File: src/rtl/uart_word_loader_pkg.sv
// Shared definitions for the UART word loader: receiver state encoding,
// oversampling constants and the halt word that ends a load.
package uart_word_loader_pkg;

    typedef enum logic [1:0] {
        RX_IDLE  = 2'd0,
        RX_START = 2'd1,
        RX_DATA  = 2'd2,
        RX_STOP  = 2'd3
    } rx_state_t;

    localparam int          OVERSAMPLE = 16;
    localparam logic [31:0] HALT_WORD  = 32'hFFFF_FFFF;
    localparam logic [3:0]  TICK_MID   = 4'(OVERSAMPLE / 2 - 1);
    localparam logic [3:0]  TICK_LAST  = 4'(OVERSAMPLE - 1);

    // Clocks per oversample tick; never below one so the divider stays legal.
    function automatic int baud_div(input int clk_freq, input int baud);
        int div_v;
        div_v = clk_freq / (baud * OVERSAMPLE);
        return (div_v < 1) ? 1 : div_v;
    endfunction

endpackage

File: src/rtl/uart_word_loader_if.sv
// Serial input, load control and loader outputs bundled for the word loader.
interface uart_word_loader_if #(
    parameter int ADDR_W = 8
);
    logic              RX_INPUT;
    logic              load_en;
    logic              o_byte_valid;
    logic [7:0]        o_byte;
    logic              o_wr_en;
    logic [ADDR_W-1:0] o_wr_addr;
    logic [31:0]       o_wr_data;
    logic              o_frame_err;
    logic              o_done;

    modport slave (
        input  RX_INPUT, load_en,
        output o_byte_valid, o_byte, o_wr_en, o_wr_addr, o_wr_data, o_frame_err, o_done
    );

    modport master (
        output RX_INPUT, load_en,
        input  o_byte_valid, o_byte, o_wr_en, o_wr_addr, o_wr_data, o_frame_err, o_done
    );
endinterface

File: src/rtl/uart_word_loader_baud_rate_gen.sv
// Free-running divider producing a one-cycle pulse at 16x the serial bit rate.
module baud_rate_gen
    import uart_word_loader_pkg::*;
#(
    parameter int CLK_FREQ = 100000000,
    parameter int BAUD     = 9600
) (
    input  logic clk,
    input  logic rst,
    output logic baud_tick
);
    localparam int DIV   = baud_div(CLK_FREQ, BAUD);
    localparam int CNT_W = (DIV > 1) ? $clog2(DIV) : 1;

    logic [CNT_W-1:0] cnt_r;

    // Count 0..DIV-1 and pulse the tick on wrap.
    always_ff @(posedge clk or posedge rst) begin
        if (rst) begin
            cnt_r     <= '0;
            baud_tick <= 1'b0;
        end else if (cnt_r == CNT_W'(DIV - 1)) begin
            cnt_r     <= '0;
            baud_tick <= 1'b1;
        end else begin
            cnt_r     <= cnt_r + CNT_W'(1);
            baud_tick <= 1'b0;
        end
    end
endmodule

File: src/rtl/uart_word_loader.sv
// 8N1 UART receiver that packs received bytes big-endian into 32-bit words
// and writes them to sequential instruction-memory addresses.
module uart_word_loader
    import uart_word_loader_pkg::*;
#(
    parameter int CLK_FREQ   = 100000000,
    parameter int BAUD       = 9600,
    parameter int ADDR_W     = 8,
    parameter int WORD_COUNT = 256
) (
    input  logic CLK100MHZ,
    input  logic SWITCH_RESET,
    uart_word_loader_if.slave bus
);
    localparam logic [ADDR_W-1:0] LAST_ADDR = ADDR_W'(WORD_COUNT - 1);

    logic              baud_tick_s;
    logic [1:0]        sync_r;
    logic              rx_s;
    rx_state_t         state_r, state_s;
    logic [3:0]        tick_cnt_r, tick_cnt_s;
    logic [2:0]        bit_cnt_r, bit_cnt_s;
    logic [7:0]        shift_r, shift_s;
    logic              byte_ok_s, frame_bad_s;
    logic [7:0]        byte_r;
    logic              byte_valid_r, frame_err_r;
    logic [31:0]       word_r, wr_data_r;
    logic [1:0]        idx_r;
    logic [ADDR_W-1:0] wr_addr_r;
    logic              wr_en_r, done_r;

    baud_rate_gen #(.CLK_FREQ(CLK_FREQ), .BAUD(BAUD)) u_baud (
        .clk       (CLK100MHZ),
        .rst       (SWITCH_RESET),
        .baud_tick (baud_tick_s)
    );

    assign rx_s = sync_r[1];

    // Two-flop synchronizer; idles high so reset never looks like a start bit.
    always_ff @(posedge CLK100MHZ or posedge SWITCH_RESET) begin
        if (SWITCH_RESET) sync_r <= 2'b11;
        else              sync_r <= {sync_r[0], bus.RX_INPUT};
    end

    // Receiver state and counters.
    always_ff @(posedge CLK100MHZ or posedge SWITCH_RESET) begin
        if (SWITCH_RESET) begin
            state_r    <= RX_IDLE;
            tick_cnt_r <= 4'd0;
            bit_cnt_r  <= 3'd0;
            shift_r    <= 8'h00;
        end else begin
            state_r    <= state_s;
            tick_cnt_r <= tick_cnt_s;
            bit_cnt_r  <= bit_cnt_s;
            shift_r    <= shift_s;
        end
    end

    // Receiver next-state: confirm start at mid-bit, then sample every 16 ticks.
    always_comb begin
        state_s     = state_r;
        tick_cnt_s  = tick_cnt_r;
        bit_cnt_s   = bit_cnt_r;
        shift_s     = shift_r;
        byte_ok_s   = 1'b0;
        frame_bad_s = 1'b0;
        case (state_r)
            RX_IDLE: begin
                if (!rx_s) begin
                    state_s    = RX_START;
                    tick_cnt_s = 4'd0;
                end else begin
                    state_s = RX_IDLE;
                end
            end
            RX_START: begin
                if (baud_tick_s && (tick_cnt_r == TICK_MID)) begin
                    tick_cnt_s = 4'd0;
                    bit_cnt_s  = 3'd0;
                    state_s    = rx_s ? RX_IDLE : RX_DATA;
                end else if (baud_tick_s) begin
                    tick_cnt_s = tick_cnt_r + 4'd1;
                end else begin
                    tick_cnt_s = tick_cnt_r;
                end
            end
            RX_DATA: begin
                if (baud_tick_s && (tick_cnt_r == TICK_LAST)) begin
                    tick_cnt_s = 4'd0;
                    shift_s    = {rx_s, shift_r[7:1]};
                    if (bit_cnt_r == 3'd7) begin
                        bit_cnt_s = 3'd0;
                        state_s   = RX_STOP;
                    end else begin
                        bit_cnt_s = bit_cnt_r + 3'd1;
                    end
                end else if (baud_tick_s) begin
                    tick_cnt_s = tick_cnt_r + 4'd1;
                end else begin
                    tick_cnt_s = tick_cnt_r;
                end
            end
            RX_STOP: begin
                if (baud_tick_s && (tick_cnt_r == TICK_LAST)) begin
                    tick_cnt_s = 4'd0;
                    state_s    = RX_IDLE;
                    if (rx_s) byte_ok_s   = 1'b1;
                    else      frame_bad_s = 1'b1;
                end else if (baud_tick_s) begin
                    tick_cnt_s = tick_cnt_r + 4'd1;
                end else begin
                    tick_cnt_s = tick_cnt_r;
                end
            end
            default: begin
                state_s    = RX_IDLE;
                tick_cnt_s = 4'd0;
                bit_cnt_s  = 3'd0;
            end
        endcase
    end

    // Byte outputs: valid pulses the cycle after a good stop bit; frame error is sticky.
    always_ff @(posedge CLK100MHZ or posedge SWITCH_RESET) begin
        if (SWITCH_RESET) begin
            byte_r       <= 8'h00;
            byte_valid_r <= 1'b0;
            frame_err_r  <= 1'b0;
        end else begin
            byte_valid_r <= byte_ok_s;
            if (byte_ok_s)   byte_r      <= shift_r;
            if (frame_bad_s) frame_err_r <= 1'b1;
        end
    end

    // Word assembler; the address only advances after the strobe and never wraps.
    always_ff @(posedge CLK100MHZ or posedge SWITCH_RESET) begin
        if (SWITCH_RESET) begin
            word_r    <= 32'h0000_0000;
            wr_data_r <= 32'h0000_0000;
            idx_r     <= 2'd0;
            wr_addr_r <= '0;
            wr_en_r   <= 1'b0;
            done_r    <= 1'b0;
        end else begin
            wr_en_r <= 1'b0;
            if (wr_en_r) begin
                if ((wr_data_r == HALT_WORD) || (wr_addr_r == LAST_ADDR)) done_r <= 1'b1;
                if (wr_addr_r != LAST_ADDR) wr_addr_r <= wr_addr_r + ADDR_W'(1);
            end
            if (!bus.load_en) begin
                idx_r <= 2'd0;
            end else if (byte_valid_r && !done_r) begin
                word_r <= {word_r[23:0], byte_r};
                idx_r  <= idx_r + 2'd1;
                if (idx_r == 2'd3) begin
                    wr_data_r <= {word_r[23:0], byte_r};
                    wr_en_r   <= 1'b1;
                end
            end
        end
    end

    assign bus.o_byte_valid = byte_valid_r;
    assign bus.o_byte       = byte_r;
    assign bus.o_wr_en      = wr_en_r;
    assign bus.o_wr_addr    = wr_addr_r;
    assign bus.o_wr_data    = wr_data_r;
    assign bus.o_frame_err  = frame_err_r;
    assign bus.o_done       = done_r;
endmodule

File: src/flat_wrapper.sv
// flat-port wrapper written by rule: the top's interface ports become plain ports
module uart_word_loader_flat import uart_word_loader_pkg::*;
#(
    parameter int CLK_FREQ   = 100000000,
    parameter int BAUD       = 9600,
    parameter int ADDR_W     = 8,
    parameter int WORD_COUNT = 256
)
  (CLK100MHZ, SWITCH_RESET, bus_RX_INPUT, bus_load_en, bus_o_byte_valid, bus_o_byte, bus_o_wr_en, bus_o_wr_addr, bus_o_wr_data, bus_o_frame_err, bus_o_done);
  uart_word_loader_if #(.ADDR_W(ADDR_W)) bus_i ();
  input  logic CLK100MHZ;
  input  logic SWITCH_RESET;
  input wire logic [$bits(bus_i.RX_INPUT)-1:0] bus_RX_INPUT;
  input wire logic [$bits(bus_i.load_en)-1:0] bus_load_en;
  output wire logic [$bits(bus_i.o_byte_valid)-1:0] bus_o_byte_valid;
  output wire logic [$bits(bus_i.o_byte)-1:0] bus_o_byte;
  output wire logic [$bits(bus_i.o_wr_en)-1:0] bus_o_wr_en;
  output wire logic [$bits(bus_i.o_wr_addr)-1:0] bus_o_wr_addr;
  output wire logic [$bits(bus_i.o_wr_data)-1:0] bus_o_wr_data;
  output wire logic [$bits(bus_i.o_frame_err)-1:0] bus_o_frame_err;
  output wire logic [$bits(bus_i.o_done)-1:0] bus_o_done;
  assign bus_i.RX_INPUT = bus_RX_INPUT;
  assign bus_i.load_en = bus_load_en;
  assign bus_o_byte_valid = bus_i.o_byte_valid;
  assign bus_o_byte = bus_i.o_byte;
  assign bus_o_wr_en = bus_i.o_wr_en;
  assign bus_o_wr_addr = bus_i.o_wr_addr;
  assign bus_o_wr_data = bus_i.o_wr_data;
  assign bus_o_frame_err = bus_i.o_frame_err;
  assign bus_o_done = bus_i.o_done;
  uart_word_loader #(.CLK_FREQ(CLK_FREQ), .BAUD(BAUD), .ADDR_W(ADDR_W), .WORD_COUNT(WORD_COUNT)) u_core (.CLK100MHZ(CLK100MHZ), .SWITCH_RESET(SWITCH_RESET), .bus(bus_i));
endmodule
File: config.mk
export PLATFORM = sky130hd
export DESIGN_NAME = uart_word_loader_flat
export DESIGN_NICKNAME = d
export VERILOG_FILES = /design/src/rtl/uart_word_loader_pkg.sv /design/src/rtl/uart_word_loader_if.sv /design/src/rtl/uart_word_loader_baud_rate_gen.sv /design/src/rtl/uart_word_loader.sv /design/src/flat_wrapper.sv
export SDC_FILE = /design/constraint.sdc
export NUM_CORES = 1
export LEC_CHECK = 0
export ABC_AREA = 1
export CAP_MARGIN = 20
export CORE_AREA = 2 2 76 114
export DETAILED_ROUTE_END_ITERATION = 16
export DIE_AREA = 0 0 78 116
export GPL_TIMING_DRIVEN = 0
export PLACE_DENSITY = 0.83
export SYNTH_ARGS = -nofsm -noshare
export SYNTH_HDL_FRONTEND = slang
export SYNTH_SLANG_ARGS = --single-unit
File: constraint.sdc
create_clock -name CLK100MHZ -period 7.9 [get_ports CLK100MHZ]
set_input_delay 0.79 -clock CLK100MHZ [delete_from_list [all_inputs] [get_ports CLK100MHZ]]
set_output_delay 0.79 -clock CLK100MHZ [all_outputs]
set_load 0.02 [all_outputs]
==> impl_metrics.ini <==
[clock_network]
cts_tree = built
cts_resized = 0
cts-root-buf = clkbuf_16
clk_latency_ns = 0.35
cts_made_buffers = 9
htree_levels = 3
cts.sinks = 108
path_clk_slew_ns = 0.06
cts_buffer_depth = 2
postCtsSetupRepairBufs = 0
cts_hold_buf = 0

[logic_synthesis]
yosysSeqAreaShare_pct = 57.33
synth_compound_area_share_pct = 9.255
ys_seq_elements = 108
synth_area_leaders = dfrtp_1 56%, nand2_1 14%, inv_1 4.5%
muxShareOfSynthArea_pct = 0.2121
synth-xor-area-share_pct = 2.599
synth_top_area_share_pct = 56.22
synth_cells = 513
avgSynthCellArea_um2 = 9.197
synth_warnings = 0
synth_simple_gate_area_share_pct = 20.82
syn-cell-area_um2 = 4718
synthDistinctLibCells = 34
synth_fp_nets = 529
synth_top_family_by_area = simple AND/OR/NAND/NOR gates
synth_top_area_cell = dfrtp_1
synthAdderAreaFrac_pct = 3.182

[timing]
setup_tns_ns = 0
worst_pin_slew_ns = 0.4400
whs_ns = 0.3560
rsz0062_at_grt = no
maxSlewHeadroom_pct = 70.67
slew_violations = 0
hold_viol_final = 0
setup_viol = 0
fin_crit_ns = 2.243
fin_crit_sh_pct = 28.39
fmax_ghz = 0.4459
fin_skew_ns = 0.008996

[worst_setup_path]
critPathKind = reg -> out
rr_endpoint = u_core.state_r[0]
arrival_ns = 1.45
cp_top_family = buffers and inverters
r2r_slack_ns = 6.15
rr_worst_depth = 8
critPathCaptureType = output port
cp_num_buf_inv = 1
required_ns = 7.11
crit_slowest_cell = clkdlybuf4s50_1
cp_slowest_stage_delay_ns = 0.65
r2r_start = u_core.state_r[0]
crit_path_cell_trace = clkdlybuf4s50_1
start_kind = register
crit_fanout = 4

[worst_hold_path]
hold_path_end = u_core.sync_r[1]
whs_path_depth = 0
hp-start = u_core.sync_r[0]
min_path_type = reg -> reg

[drt]
vias = 3568
drt_wl_total_mm = 9.807
route.detailed.drc = 0
vias_per_cell = 5.171
ant_nets = 0
drt_iter0_markers = 289
wl_per_cell_um = 14.21
drt_pass1_iterations = 4

[layout]
antenna_cells = 0
fillers = 602
drive_gt1_share_pct = 10.09
syn2layout_area_growth_pct = 20.68
finish.net_count = 596

[floorplan]
fp.dieH_um = 116
die_area_um2 = 9048
die_x_um = 78
initial_utilization_pct = 58.92
io_pins = 56
core_area_um2 = 8008
rows = 40

[status]
outcome = complete, no violations

[global_route]
grt_pass1_wl_mm = 16.32
grt-ovfl-total = 0
grt_pass1_vias = 3540
antenna_found_initial = 0
track_usage_pct = 23.41
grt_max_degree = 76

[pwr]
cellPowerDensity_nw_per_um2 = 174.9
ir_worst_vdd_uv = 149.6
p_leak_uw = 0.002779

[placed_design]
port_buffers = 55
gp_congestion = 0.8454
hpwl_mm = 7.218

[job]
cap_violations = 0
[cell type report]
type                       count  area (µm²)  share of cell area, %
timing repair buffer          56       578.1                  10.15
inverter                      61       232.7                  4.087
buffer                        13       81.33                  1.428
multi-input combinational    331        1702                  29.88
tap                          105       131.4                  2.307
sequential                   108        2705                  47.51
clock inverter                 2       10.01                 0.1758
clock buffer                  14       254.0                  4.461
[placed cells by master (no fill, tap or decap), types with 2 or more instances in the layout]
master / count
xor2_1: 10
ha_1: 12
inv_2: 4
buf_2: 7
xnor2_1: 4
nand3_1: 10
a21oi_1: 4
o21ai_2: 15
clkdlybuf4s50_1: 55
nor3_1: 4
nor2_1: 26
buf_6: 3
o21ai_1: 12
nand2_1: 172
nand2_2: 3
dfrtp_1: 106
dfstp_2: 2
o21ai_0: 40
inv_1: 55
nand2_4: 2
clkbuf_1: 6
nor2_2: 2
clkinv_2: 3
nand4_1: 5
clkbuf_16: 9
[metal layers]
metal	share of wire [%]	vias up	wire [µm]	GRT usage [%]
met5	0	-	0	0
met4	4.2	0	411	13.45
met3	2.7	30	267	4.361
met2	54	83	5294	41.26
met1	39	1715	3833	26.66
li1	-	1740	-	-
[report_power, final]
group	leakage [µW]	switching [µW]	internal, µW
logic	0.00122	17.1	5.52
clock network	0.000131	188	222
registers	0.00143	3.44	560
total	0.00278	208	788
[how the worst max path moves through the flow]
stage                                 start                      end  slack (ns)  cells past startpoint
floorplan                      SWITCH_RESET                async pin        4.27                      1
global placement               SWITCH_RESET        u_core.shift_r[0]        2.90                      2
detailed placement              bus_load_en  u_core.bus.o_wr_data[0]        5.65                      7
CTS                    u_core.bus.o_byte[2]            bus_o_byte[2]        5.66                      1
global route        u_core.bus.o_wr_addr[6]         bus_o_wr_addr[6]        5.64                      1
finish                 u_core.bus.o_byte[2]            bus_o_byte[2]        5.66                      1
[Yosys cell counts]
library cell and n:
xnor2_1 4, buf_6 3, nor2_8 1, mux2i_1 1, nand3_4 1, a31o_2 1, xor2_1 10, a21boi_0 1
o21ai_0 40, ha_1 12, nand2_1 172, nor2_4 1, clkbuf_1 2, buf_2 7, nand3b_1 1, nand2_2 3
inv_2 4, clkbuf_2 1, dfstp_2 2, clkinv_2 1, a21oi_1 4, dfrtp_1 106, nand4_4 1, o21ai_2 15
nor2_2 2, nand2_4 2, o21ai_1 12, a22o_1 1, nor2_1 26, inv_1 56, nand3_1 10, and2_1 1
nor3_1 4, nand4_1 5
[through the flow]
step	total power (µW)	setup WS, ns	util (%)	instance area [µm²]	instances
6_report	995.7	5.657	71.11	5694	690
5_1_grt	1029	5.644	71.11	5694	690
4_1_cts	1004	5.658	71.11	5694	690
3_5_place_dp	597.1	5.648	67.81	5430	674
3_3_place_gp	594.0	2.899	67.44	5400	673
2_1_floorplan	587.2	4.268	-	4718	513
[flip-flops by register name, summed over array words and instances, names as in the netlist, named ones only]
| register | flops |
|---|---|
| u_core.bit_cnt_r | 3 |
| u_core.bus.o_byte | 8 |
| u_core.bus.o_byte_valid | 1 |
| u_core.bus.o_done | 1 |
| u_core.bus.o_frame_err | 1 |
| u_core.bus.o_wr_addr | 8 |
| u_core.bus.o_wr_data | 32 |
| u_core.bus.o_wr_en | 1 |
| u_core.idx_r | 2 |
| u_core.shift_r | 8 |
| u_core.state_r | 1 |
| u_core.sync_r | 2 |
| u_core.tick_cnt_r | 4 |
| u_core.u_baud.baud_tick | 1 |
| u_core.u_baud.cnt_r | 10 |
| u_core.word_r | 24 |
[cells by family after synthesis]
group / count (synthesis)
buffers and inverters: 74
muxes: 1
adders and majority gates: 12
xor gates and xnor gates: 14
and+or+nand+nor: 230
AOI/OAI and AO/OA: 74
DFF: 108
No activity file was read; power rests on OpenSTA's default activity.
